### src/rtl/video_pattern_src.sv
// Test-pattern video source producing di/de/hs/vs framing for scaler-family inputs.
// Outputs are registered one cycle behind the internal state; no backpressure, config latched per frame.
module video_pattern_src #(
    parameter int PIXEL_WIDTH = 8,
    parameter int DE_GAP      = 0,
    parameter int CNT_WIDTH   = 16
) (
    input  logic                   clk,
    input  logic                   rst_n,
    input  logic                   en,
    input  logic [CNT_WIDTH-1:0]   line_size,
    input  logic [CNT_WIDTH-1:0]   frame_lines,
    input  logic [CNT_WIDTH-1:0]   hblank,
    input  logic [CNT_WIDTH-1:0]   vblank,
    input  logic [1:0]             pattern,
    input  logic [PIXEL_WIDTH-1:0] const_val,
    output logic [PIXEL_WIDTH-1:0] do_o,
    output logic                   de_o,
    output logic                   hs_o,
    output logic                   vs_o,
    output logic                   frame_done_o
);
    localparam int H = PIXEL_WIDTH / 2;
    localparam logic [CNT_WIDTH-1:0] ONE      = CNT_WIDTH'(1);
    localparam logic [CNT_WIDTH-1:0] ZERO     = '0;
    localparam logic [CNT_WIDTH-1:0] GAP_LAST = CNT_WIDTH'(DE_GAP);

    typedef enum logic [1:0] {S_IDLE, S_ACTIVE, S_HBLANK, S_VBLANK} state_t;

    state_t                 state_q, state_d;
    logic [CNT_WIDTH-1:0]   x_q, x_d, y_q, y_d, g_q, g_d, b_q, b_d;
    logic [CNT_WIDTH-1:0]   ls_q, ls_d, fl_q, fl_d;
    logic [CNT_WIDTH-1:0]   hb_last_q, hb_last_d, vb_last_q, vb_last_d;
    logic [1:0]             pat_q, pat_d;
    logic [PIXEL_WIDTH-1:0] cv_q, cv_d;
    logic [PIXEL_WIDTH-1:0] do_q, do_d;
    logic                   de_q, de_d, hs_q, hs_d, vs_q, vs_d, fd_q, fd_d;
    logic                   start;
    logic [H-1:0]           x_inc;
    logic [PIXEL_WIDTH-1:0] pix;

    always_comb begin
        state_d   = state_q;
        x_d       = x_q;
        y_d       = y_q;
        g_d       = g_q;
        b_d       = b_q;
        ls_d      = ls_q;
        fl_d      = fl_q;
        hb_last_d = hb_last_q;
        vb_last_d = vb_last_q;
        pat_d     = pat_q;
        cv_d      = cv_q;
        do_d      = do_q;
        de_d      = 1'b0;
        hs_d      = 1'b1;
        vs_d      = 1'b0;
        fd_d      = 1'b0;
        start     = 1'b0;

        // Pattern 0 shows x+1 so the very first pixel of a frame is nonzero.
        x_inc = x_q[H-1:0] + H'(1);
        case (pat_q)
            2'd0:    pix = {y_q[H-1:0], x_inc};
            2'd1:    pix = x_q[PIXEL_WIDTH-1:0];
            2'd2:    pix = y_q[PIXEL_WIDTH-1:0];
            default: pix = cv_q;
        endcase

        case (state_q)
            S_IDLE: start = en;
            S_ACTIVE: begin
                hs_d = 1'b0;
                vs_d = 1'b1;
                de_d = (g_q == ZERO);
                if (g_q == ZERO) do_d = pix;
                if (g_q == GAP_LAST) begin
                    g_d = ZERO;
                    if (x_q == ls_q) begin
                        x_d     = ZERO;
                        b_d     = ZERO;
                        state_d = S_HBLANK;
                    end else begin
                        x_d = x_q + ONE;
                    end
                end else begin
                    g_d = g_q + ONE;
                end
            end
            S_HBLANK: begin
                // vs drops at the start of the last line's HBLANK, not at VBLANK.
                vs_d = (y_q != fl_q);
                if (b_q == hb_last_q) begin
                    b_d = ZERO;
                    if (y_q == fl_q) begin
                        state_d = S_VBLANK;
                    end else begin
                        y_d     = y_q + ONE;
                        state_d = S_ACTIVE;
                    end
                end else begin
                    b_d = b_q + ONE;
                end
            end
            S_VBLANK: begin
                fd_d = (b_q == ZERO);
                if (b_q == vb_last_q) begin
                    b_d = ZERO;
                    if (en) start = 1'b1;
                    else    state_d = S_IDLE;
                end else begin
                    b_d = b_q + ONE;
                end
            end
            default: state_d = S_IDLE;
        endcase

        if (start) begin
            state_d   = S_ACTIVE;
            x_d       = ZERO;
            y_d       = ZERO;
            g_d       = ZERO;
            b_d       = ZERO;
            ls_d      = line_size;
            fl_d      = frame_lines;
            hb_last_d = (hblank == ZERO) ? ZERO : hblank - ONE;
            vb_last_d = (vblank == ZERO) ? ZERO : vblank - ONE;
            pat_d     = pattern;
            cv_d      = const_val;
        end
    end

    always_ff @(posedge clk) begin
        if (!rst_n) begin
            state_q   <= S_IDLE;
            x_q       <= '0;
            y_q       <= '0;
            g_q       <= '0;
            b_q       <= '0;
            ls_q      <= '0;
            fl_q      <= '0;
            hb_last_q <= '0;
            vb_last_q <= '0;
            pat_q     <= '0;
            cv_q      <= '0;
            do_q      <= '0;
            de_q      <= 1'b0;
            hs_q      <= 1'b1;
            vs_q      <= 1'b0;
            fd_q      <= 1'b0;
        end else begin
            state_q   <= state_d;
            x_q       <= x_d;
            y_q       <= y_d;
            g_q       <= g_d;
            b_q       <= b_d;
            ls_q      <= ls_d;
            fl_q      <= fl_d;
            hb_last_q <= hb_last_d;
            vb_last_q <= vb_last_d;
            pat_q     <= pat_d;
            cv_q      <= cv_d;
            do_q      <= do_d;
            de_q      <= de_d;
            hs_q      <= hs_d;
            vs_q      <= vs_d;
            fd_q      <= fd_d;
        end
    end

    assign do_o         = do_q;
    assign de_o         = de_q;
    assign hs_o         = hs_q;
    assign vs_o         = vs_q;
    assign frame_done_o = fd_q;
endmodule
### config.mk
export PLATFORM = sky130hd
export DESIGN_NAME = video_pattern_src
export DESIGN_NICKNAME = d
export VERILOG_FILES = /design/src/rtl/video_pattern_src.sv
export SDC_FILE = /design/constraint.sdc
export NUM_CORES = 1
export LEC_CHECK = 0
export BUFFER_PORTS_ARGS = -buffer_cell sky130_fd_sc_hd__buf_2
export CAP_MARGIN = 15
export CORE_ASPECT_RATIO = 0.9
export CORE_MARGIN = 5
export CORE_UTILIZATION = 60
export CTS_CLUSTER_SIZE = 30
export DETAILED_ROUTE_END_ITERATION = 7
export PLACE_DENSITY = 0.82
export SLEW_MARGIN = 15
export SYNTH_ARGS = -nofsm -noshare
export SYNTH_HDL_FRONTEND = slang
export SYNTH_SLANG_ARGS = --single-unit
### constraint.sdc
create_clock -name clk -period 4.96 [get_ports clk]
set_input_delay 0.992 -clock clk [delete_from_list [all_inputs] [get_ports clk]]
set_output_delay 0.992 -clock clk [all_outputs]
set_load 0.05 [all_outputs]
# == Yosys cells after proc, flatten, opt, wreduce, memory -nomap -nowiden ==
# Cells that the tools add are included.
# op_classes
reduce_logical,16
order_cmp,0
shifts,0
addsub,7
bitwise,2
n_mux,23
mul,0
div,0
eq_ne,20
# ops
op,count
16-bit two-way mux,8
16-bit by 1-bit adder with 16-bit output (second input constant),4
16-bit equality test,4
16-bit logical NOT,4
16-bit one-hot mux with 3 select lines,1
16-bit by 1-bit subtractor with 16-bit output (second input constant),2
8-bit one-hot mux with 3 select lines,1
16-bit != test,1
3-bit != test (second input constant),5
2-bit two-way mux,6
6-bit AND reduction,2
2-bit != test (second input constant),5
2-bit equality test (second input constant),3
2-bit one-hot mux with 3 select lines,1
2-bit AND reduction,3
3-bit AND reduction,2
4-bit by 1-bit adder with 4-bit output (second input constant),1
2-bit by 1-bit equality test with 1-bit output (second input constant),2
2-bit logical NOT,2
1-bit two-way mux,4
1-bit one-hot mux with 2 select lines,2
4-bit nonzero test,1
3-bit nonzero test,1
1-bit NOT,2
2-bit OR reduction,1
# totals
rom_bits,0
out_inout_bits,12
word_cells,85
n_memories,0
regBits,152
input_bits,77
latchBits,0
ramBits,0

# == Depth between registers and ports, before layout ==
# Gate-level depths: netlist of run 1.
# depth
depth_word,5
ltp_mapped,10
depth_no_buf,8

# == Least setup slack after synthesis of run 1 ==
# Ideal clock, no wire load.
# synth_path
path_type,input port to flip-flop
startpoint,input port vblank[6]
endpoint,register vb_last_q[15]
cell_stages,6
required_ps,4841
slack_ps,2293
arrival_time_ps,2547
setup_time_ps,119
path_buffers,0
cell_sequence,or4_1 > nand2b_1 > or3_1 > nor4_1 > xnor2_1 > o21ai_1
# synth_via
elab_chain_len,2
elab_cells_between_ends,3
cone_classes,add/sub: 1; mux: 1; reduce/logical: 1
# synth_lines
item,line_no,text
"start, declared",14,"input logic [CNT_WIDTH-1:0] vblank,"
16-bit by 1-bit subtractor with 16-bit output / 16-bit logical NOT (equally long branches),127,vb_last_d = (vblank == ZERO) ? ZERO : vblank - ONE;
16-bit two-way mux (*),127,
"end signal, assigned",160,vb_last_q <= vb_last_d;
"end, declared",33,"logic [CNT_WIDTH-1:0] hb_last_q, hb_last_d, vb_last_q, vb_last_d;"
# Mark *: on every way between the ends. The rest lies on a longest branch, timed or not.
# A chain may end at the register's enable or synchronous reset.

# == Final worst setup path of run 1 ==
# layout_path
startpoint,register g_q[0]
endpoint,register b_q[9]
# layout_via
elab_chain_len,3
# layout_lines
item,line_no,text
"start, declared",31,"logic [CNT_WIDTH-1:0] x_q, x_d, y_q, y_d, g_q, g_d, b_q, b_d;"
"start signal, assigned",155,g_q <= g_d;
16-bit logical NOT,77,if (g_q == GAP_LAST) begin
2-bit != test (no source line),--,
3-bit AND reduction (no source line),--,
"end signal, assigned",139,b_q <= '0;
"end signal, assigned",156,b_q <= b_d;
"end, declared",31,
# Every way passes these cells.

==> summary.md, run 1 <==
| Metric | Value |
|---|---|
| Post-CTS sizing | 0 |
| CTS tree | built |
| Static leakage | 0.00309 µW |
| FMAX | 308 MHz |
| Ratio of cells with drive above 1 in the final layout | 0.142 |
| Synth Cell Area | 7790 µm² |
| Post-Route M1 WL | 8830 µm |
| Buffers on Ports | 88 |
| Post-CTS setup buffer count | 0 |
| Clk pwr share | 0.309 |
| Hold Vio Cnt, Final | 0 |
| Syn_area_per_cell | 8.23 µm² |
| Final slew viol count | 0 |
| Most common cell after layout, fill and taps aside | dfxtp_1 |
| P_int | 2710 µW |
| Die Ht | 118 µm |
| Power share of the sequential group | 0.356 |
| Unrepaired setup endpoints after global routing | no |
| Primary FF master, synth | dfxtp_1 |
| Asr flop ratio synth | 0 |
| P_sw | 1640 µW |
| Clock slew at reported path FFs | 0.06 ns |
| WL final | 19400 µm |
| GP Congestion | 0.884 |
| Switch share | 0.377 |
| Clock Skew | 0.00714 ns |
| Post-route cell area | 8870 µm² |
| CP Class | reg -> reg |
| Pre-CTS setup slack | 1.81 ns |
| ANT cells | 0 |
| TritonCTS buffer count | 17 |
| Die area | 15400 µm² |
| Status | finished clean |
| Largest net degree at the start of global routing | 51 |
| Setup Viol. Count Final | 0 |
| # clock sinks | 152 |
| # DRC | 0 |
| Post-synth EDFFs | 0 |
| Seq/Total Area, Yosys | 0.390 |
| Clock H-tree levels | 4 |
| Met3 WL | 1600 µm |
| Min-delay worst type | reg -> reg |
| DR WL/cell | 16.5 µm |
| Total GRT Usage | 0.262 |
| Starting density of the core | 0.612 |
| Drt first pass iters | 7 |
| DP Wirelength | 13900 µm |
| ANT nets after route | 0 |
| CTS Root Cell | clkbuf_16 |
| Max layer used | met4 |
| Power per cell area | 491 nW/µm² |
| Critical Path Start Type | flip-flop |
| Final hold slack | 0.455 ns |
| # nets final | 1089 |
| Placed Area | 8260 µm² |
| Io pins | 89 |
| Via count of the routed design | 6989 |
| Synth Instances | 947 |
| Worst skew pair latency | 0.43 ns |
| Via density | 5.94 |
| CP max FO | 28 |
| Die Span X | 130 µm |
| Comb pwr share | 0.335 |
| Syn nets | 1036 |
| First-pass GRT wire length | 32600 µm |
| Maxcap violations | 0 |
| #FFs+latches synth | 152 |
| Commonest cells after routing, fill and taps aside | 152 x dfxtp_1, 93 x xnor2_1, 88 x buf_2 |
| Hold buffers post-CTS | 0 |
| Clock buffer depth | 2 |
| Setup WS post-layout | 1.72 ns |
| Iter 0 DRT Violations | 701 |
| Max VDD drop | 0.000277 V |
| Tcrit/Tclk final | 0.654 |
| Fillcell total | 1011 |
| Yosys synthesis warning count | 0 |
| Gr ovfl total | 0 |
| CP Capture Type | flip-flop |
| Critical Path RT | 5.30 ns |
| Synth-to-layout area growth | 13.8% |
| Worst slew pin tran | 1.10 ns |
| Critical path arrival | 3.59 ns |
| TNS Setup | 0 ns |
| Vias in the first global route | 6622 |
| Rows | 39 |
| Core area | 12700 µm² |
| Unique masters post-synth | 50 |
| Post-route minimum period | 3.24 ns |
| Antenna violations before repair | 0 |
| Met2 routed wirelength | 8700 µm |
| Max_slew headroom | 0.266 |
[sequential cells by signal, indices dropped and copies added, names as in the netlist, 2 cells and up]
register and flops:
vb_last_q 16, g_q 16, ls_q 16, hb_last_q 16, do_o 8, fl_q 16, pat_q 2, y_q 16
cv_q 8, state_q 2, x_q 16, b_q 16
[kinds of logic after synthesis]
group                      after synthesis  synth area share
AOI/OAI and AO/OA                      194             0.137
xor gates and xnor gates               131             0.147
adders and majority gates               12            0.0193
buffers and inverters                   87            0.0469
DFF                                    152             0.390
muxes                                   11            0.0225
and+or+nand+nor                        360             0.237
[metal layers]
| metal | vias up | global-route usage |
|---|---|---|
| met3 | 29 | 0.0731 |
| met1 | 3251 | 0.380 |
| met5 | - | 0 |
| li1 | 3450 | - |
| met4 | 0 | 0.0740 |
| met2 | 259 | 0.379 |
[final cells by class]
type / instances / area [µm²] / area share
multi-input combinational: 708 / 4410 / 0.497
tap: 164 / 205 / 0.0231
clock buffer: 19 / 433 / 0.0488
clock inverter: 13 / 178 / 0.0200
timing repair buffer: 97 / 508 / 0.0573
sequential: 152 / 3040 / 0.343
inverter: 24 / 90.1 / 0.0102
[power groups by stage]
stage / registers, µW / logic, µW / clock network [µW]
5_1_grt: 1570 / 1620 / 1420
6_report: 1550 / 1460 / 1340
3_5_place_dp: 1570 / 1430 / 0
3_3_place_gp: 1570 / 1410 / 0
4_1_cts: 1550 / 1440 / 1350
2_1_floorplan: 1560 / 1090 / 0
[through the flow]
stage	cells	util	power, µW
final	1177	0.696	4350
after global placement	1145	0.648	2970
after CTS	1177	0.696	4340
after floorplan	947	-	2640
after detailed placement	1145	0.648	3010
after global routing	1177	0.696	4600
[path summary, 6_finish.rpt]
check	startpoint	to	slack, ns	cells past startpoint
setup / recovery	g_q[0]$_SDFFE_PP0P_	b_q[9]$_SDFFE_PP0P_	1.72	8
setup reg to reg	g_q[0]$_SDFFE_PP0P_	b_q[9]$_SDFFE_PP0P_	1.72	8
hold reg to reg	do_o[0]$_SDFFE_PN0P_	do_o[0]$_SDFFE_PN0P_	0.45	2
hold / removal	do_o[0]$_SDFFE_PN0P_	do_o[0]$_SDFFE_PN0P_	0.45	2
[Yosys cell counts (all sizes together) (4+ instances only)]
library cell | instances | area [µm²]
nand4b | 4 | 35.0
or3 | 10 | 62.6
xnor2 | 93 | 815
o41ai | 4 | 35.0
dfxtp | 152 | 3040
buf | 23 | 125
nand2 | 81 | 304
nor3 | 24 | 120
nor2 | 74 | 278
o31ai | 8 | 60.1
clkbuf | 40 | 150
inv | 24 | 90.1
ha | 12 | 150
a31oi | 4 | 25.0
mux2i | 4 | 40.0
mux4 | 5 | 113
nand3 | 66 | 330
o21ai | 81 | 405
and3 | 5 | 31.3
a211oi | 4 | 30.0
and4 | 5 | 43.8
a21oi | 81 | 409
nor4 | 30 | 224
nand4 | 29 | 181
nor4b | 4 | 35.0
or4 | 10 | 75.1
nand2b | 4 | 25.0
xor2 | 38 | 333
[worst max-delay path, cell delays in order (launching register included)]
cell and delay (ns):
dfxtp_1 0.39, inv_1 0.06, ha_1 0.20, nor4b_1 0.14, and4_1 0.21, and2_1 0.33, a21oi_2 0.93, o21ai_1 0.62
a31oi_1 0.29
Power figures use the tool's default switching activity.
==> run 2: changes to the inputs <==
- CORE_UTILIZATION: 60 -> 53
- PLACE_DENSITY: 0.82 -> 0.76
- clock period: 4.96 -> 2.9 ns (I/O delays scaled with it)
==> summary.md, run 2 (same netlist as run 1, synthesis figures left out) <==
| Metric | Value |
|---|---|
| Status | finished clean |
| WL final | 19400 µm |
| First-pass GRT wire length | 32000 µm |
| Power per cell area | 838 nW/µm² |
| Reg2reg setup slack | 0.43 ns |
| Starting density of the core | 0.535 |
| Commonest cells after routing, fill and taps aside | 152 x dfxtp_1, 93 x xnor2_1, 88 x buf_2 |
| Unrepaired setup endpoints after global routing | no |
| Via density | 5.70 |
| Worst R2R End | y_q[15]$_SDFFE_PP0P_ |
| Gr ovfl total | 0 |
| Clock Skew | 0.00801 ns |
| CP max FO | 8 |
| Drt first pass iters | 5 |
| Clock H-tree levels | 4 |
| Buffers on Ports | 88 |
| TNS Setup | 0 ns |
| Worst reg2reg path depth | 6 |
| Io pins | 89 |
| Fillcell total | 1320 |
| GP Congestion | 0.913 |
| Via count of the routed design | 6969 |
| Tcrit/Tclk final | 0.852 |
| Placed Area | 8380 µm² |
| Worst slew pin tran | 0.862 ns |
| Post-CTS setup buffer count | 0 |
| # clock sinks | 152 |
| # DRC | 0 |
| Final slew viol count | 0 |
| Reg2reg start | b_q[7]$_SDFFE_PP0P_ |
| Antenna violations before repair | 1 |
| Core area | 14600 µm² |
| Iter 0 DRT Violations | 554 |
| Hold buffers post-CTS | 0 |
| Most common cell after layout, fill and taps aside | dfxtp_1 |
| Critical path arrival | 2.83 ns |
| Static leakage | 0.00314 µW |
| Critical Path RT | 3.26 ns |
| Post-CTS sizing | 0 |
| Tot Pwr | 7530 µW |
| FMAX | 405 MHz |
| CTS tree | built |
| Max_slew headroom | 0.425 |
| CP Class | reg -> reg |
| Critical Path Start Type | flip-flop |
| Synth-to-layout area growth | 15.2% |
| # nets final | 1100 |
| Post-route cell area | 8980 µm² |
| ANT nets after route | 0 |
| CP Capture Type | flip-flop |
| Clock buffer depth | 2 |
| Maxcap violations | 0 |
| Die Ht | 125 µm |
| Worst skew pair latency | 0.43 ns |
| Hold Vio Cnt, Final | 0 |
| Setup Viol. Count Final | 0 |
| WHS Endpoint | vb_last_q[0]$_SDFFE_PN0P_ |
| Clock slew at reported path FFs | 0.06 ns |
| Largest net degree at the start of global routing | 36 |
| Ratio of cells with drive above 1 in the final layout | 0.151 |
| Worst Hold Depth | 2 |
| DR WL/cell | 15.9 µm |
| CTS Root Cell | clkbuf_16 |
| Max VDD drop | 0.000501 V |
| DP Wirelength | 14200 µm |
| Rows | 42 |
| Vias in the first global route | 6415 |
| TritonCTS buffer count | 17 |
| Min-delay worst type | in -> reg |
| Post-route minimum period | 2.47 ns |
| Total GRT Usage | 0.232 |
| Die area | 17200 µm² |
| HP Start | vblank[0] |
| Die Span X | 138 µm |
[run 2: cell types whose count changed in the layout (fill, tap and decap cells not counted), sizes merged]
cell,change
diode,+1
bufinv,-1
clkbuf,+4
clkinv,-4
buf,+11
[run 2: final cells by class]
type                       instances  area [µm²]  share of cell area
antenna                            1        2.50            0.000279
clock buffer                      23         478              0.0532
clock inverter                     8         120              0.0134
inverter                          24        90.1              0.0100
multi-input combinational        708        4410               0.491
sequential                       152        3040               0.339
tap                              198         248              0.0276
timing repair buffer             108         591              0.0657
[run 2: routing by layer]
metal / GRT usage / part of all wire
met5: 0 / 0
met4: 0.0721 / 0.017
met3: 0.0522 / 0.078
met2: 0.339 / 0.44
met1: 0.339 / 0.46
[run 2: worst max path at each step]
stage	cells after the start	from	endpoint	slack, ns
after CTS	6	b_q[7]$_SDFFE_PP0P_	y_q[15]$_SDFFE_PP0P_	0.48
after floorplan	6	vblank[6]	vb_last_q[15]$_SDFFE_PN0P_	0.65
after global placement	7	vblank[6]	vb_last_q[15]$_SDFFE_PN0P_	0.42
final	6	b_q[7]$_SDFFE_PP0P_	y_q[15]$_SDFFE_PP0P_	0.43
after detailed placement	6	vblank[6]	vb_last_q[6]$_SDFFE_PN0P_	0.42
after global routing	6	b_q[8]$_SDFFE_PP0P_	hb_last_q[1]$_SDFFE_PN0P_	0.26
[run 2: per-stage QoR]
step / setup slack [ns] / hold slack (ns) / std cells / utilization
after global placement: 0.425 / 0.439 / 1190 / 0.576
after CTS: 0.476 / 0.376 / 1221 / 0.617
final: 0.429 / 0.383 / 1222 / 0.617
after global routing: 0.259 / 0.388 / 1222 / 0.617
after floorplan: 0.645 / 0.438 / 947 / -
after detailed placement: 0.424 / 0.444 / 1190 / 0.576
[run 2: critical path, cell delays in order, from the launching register on]
cell and delay (ns):
dfxtp_1 0.51, xor2_1 0.13, nor4_1 0.38, nand4_1 0.28, or2_1 0.42, or4_1 0.54, a21oi_1 0.14
[run 2: power breakdown]
part | internal [µW] | switching [µW]
combinational | 897 | 1730
sequential | 2400 | 257
clock | 1410 | 840
total | 4710 | 2820
==> run 3: changes to the inputs <==
- CAP_MARGIN: 15 -> 30
- CORE_UTILIZATION: 53 -> 59
- PLACE_DENSITY: 0.76 -> 0.8
- clock period: 2.9 -> 2.3 ns (I/O delays scaled with it)
==> summary.md, run 3 (same netlist as run 1, synthesis figures left out) <==
| Metric | Value |
|---|---|
| Drt first pass iters | 6 |
| First-pass GRT wire length | 33500 µm |
| Buf+Inv Stages, Crit Path | 2 |
| Post-route cell area | 9310 µm² |
| CP Class | reg -> reg |
| # nets final | 1139 |
| Final hold slack | 0.268 ns |
| DP Wirelength | 14800 µm |
| Core area | 12800 µm² |
| Die Ht | 119 µm |
| Switch share | 0.377 |
| Unrepaired setup endpoints after global routing | no |
| # DRC | 0 |
| Post-route minimum period | 2.19 ns |
| Status | finished clean |
| Iter 0 DRT Violations | 764 |
| GP Congestion | 0.944 |
| Most common cell after layout, fill and taps aside | dfxtp_1 |
| Pre-CTS setup slack | -0.000418 ns |
| Rows | 39 |
| Buffers on Ports | 88 |
| Ratio of cells with drive above 1 in the final layout | 0.198 |
| Die area | 15600 µm² |
| Setup WS post-layout | 0.105 ns |
| Power per cell area | 1050 nW/µm² |
| P_sw | 3700 µW |
| Setup Viol. Count Final | 0 |
| Comb pwr share | 0.374 |
| Clock H-tree levels | 4 |
| CP max stage delay | 0.37 ns |
| Critical Path Slowest Stage Cell | nor4_4 |
| Vias in the first global route | 6805 |
| ANT nets after route | 0 |
| Met2 routed wirelength | 9070 µm |
| P_int | 6110 µW |
| Worst slew pin tran | 0.634 ns |
| Worst skew pair latency | 0.43 ns |
| Synth-to-layout area growth | 19.4% |
| Tcrit/Tclk final | 0.954 |
| Hold buffers post-CTS | 0 |
| WL final | 20400 µm |
| CTS Root Cell | clkbuf_16 |
| Hold Vio Cnt, Final | 0 |
| Gr ovfl total | 0 |
| Largest net degree at the start of global routing | 55 |
| Clock buffer depth | 2 |
| # clock sinks | 152 |
| Total GRT Usage | 0.260 |
| CP Capture Type | flip-flop |
| Commonest cells after routing, fill and taps aside | 143 x dfxtp_1, 93 x xnor2_1, 88 x buf_2 |
| Maxcap violations | 0 |
| Clk pwr share | 0.284 |
| Final slew viol count | 0 |
| Antenna violations before repair | 0 |
| Max VDD drop | 0.000846 V |
| Post-Route M1 WL | 9000 µm |
| Placed Area | 8650 µm² |
| Max_slew headroom | 0.577 |
| Via density | 5.97 |
| Max layer used | met4 |
| FMAX | 456 MHz |
| Via count of the routed design | 7320 |
| Io pins | 89 |
| CTS tree | built |
| TritonCTS buffer count | 17 |
| CP max FO | 38 |
| Static leakage | 0.00336 µW |
| CP cell instances | buf_4 -> xnor2_1 -> nand4_1 -> nor4_4 -> a21oi_2 -> buf_4 -> o21ai_0 -> a21oi_1 |
| Fillcell total | 1001 |
| Die Span X | 131 µm |
| Clock slew at reported path FFs | 0.06 ns |
| Critical Path Start Type | flip-flop |
| CP most frequent cell | buf_4 |
| Clock Skew | 0.00883 ns |
| Critical path arrival | 2.48 ns |
| Delay-heaviest family, CP | compound AO/OA/AOI/OAI gates |
| Min-delay worst type | in -> reg |
| Starting density of the core | 0.607 |
| Power share of the sequential group | 0.342 |
| DR WL/cell | 16.6 µm |
| ANT cells | 0 |
| Met3 WL | 1860 µm |
| Critical Path RT | 2.58 ns |
[run 3: cell types whose count changed in the layout (fill, tap and decap cells not counted), moves of 3 or more]
cell / change
dfxtp_1: -9
o21ai_1: +3
buf_4: +36
dfxtp_2: +9
o21ai_0: -3
[run 3: path summary, 6_finish.rpt]
check	startpoint	to	slack (ns)	depth (start not counted)
max	b_q[4]$_SDFFE_PP0P_	ls_q[11]$_SDFFE_PN0P_	0.11	8
min	vblank[0]	vb_last_q[0]$_SDFFE_PN0P_	0.27	2
max reg2reg	b_q[4]$_SDFFE_PP0P_	ls_q[11]$_SDFFE_PN0P_	0.11	8
min reg2reg	do_o[0]$_SDFFE_PN0P_	do_o[0]$_SDFFE_PN0P_	0.45	2
[run 3: cell type report]
class	instances	area [µm²]	share of cell area
clock buffers	24	502	0.0539
clock inverters	7	91.3	0.00982
inverters	24	90.1	0.00968
multi-input cells	708	4450	0.478
flip-flops and latches	152	3050	0.328
well taps	164	205	0.0221
repair buffers	147	912	0.0980
[run 3: routing by layer]
layer,GRT usage,up-vias
met1,0.361,3407
met2,0.389,324
met5,0,-
li1,-,3548
met4,0.0844,0
met3,0.0759,41
[run 3: power groups by stage]
stage / Combinational [µW] / Sequential (µW) / Clock [µW]
floorplan: 2350 / 3350 / 0
global placement: 3450 / 3390 / 0
detailed placement: 3520 / 3400 / 0
CTS: 3550 / 3350 / 2810
global route: 4010 / 3400 / 2930
finish: 3670 / 3360 / 2790
[run 3: timing repair]
action / 4_1_cts / 5_1_grt
setup buffers: 0 / 1
gates resized for setup: 1 / 20
endpoints found under the setup margin: 1 / 53
pin swaps: 0 / 3
[run 3: stage by stage]
| step | utilization | power (µW) | instances | TNS [ns] |
|---|---|---|---|---|
| 2_1_floorplan | - | 5700 | 947 | 0 |
| 3_3_place_gp | 0.674 | 6840 | 1194 | 0 |
| 3_5_place_dp | 0.674 | 6920 | 1194 | -0.000418 |
| 4_1_cts | 0.720 | 9710 | 1225 | 0 |
| 5_1_grt | 0.725 | 10300 | 1226 | 0 |
| 6_report | 0.725 | 9810 | 1226 | 0 |
[run 3: worst register-to-register path: stages (launching register included)]
cell and delay [ns]:
dfxtp_1 0.33, buf_4 0.16, xnor2_1 0.15, nand4_1 0.18, nor4_4 0.37, a21oi_2 0.21, buf_4 0.29, o21ai_0 0.26
a21oi_1 0.11
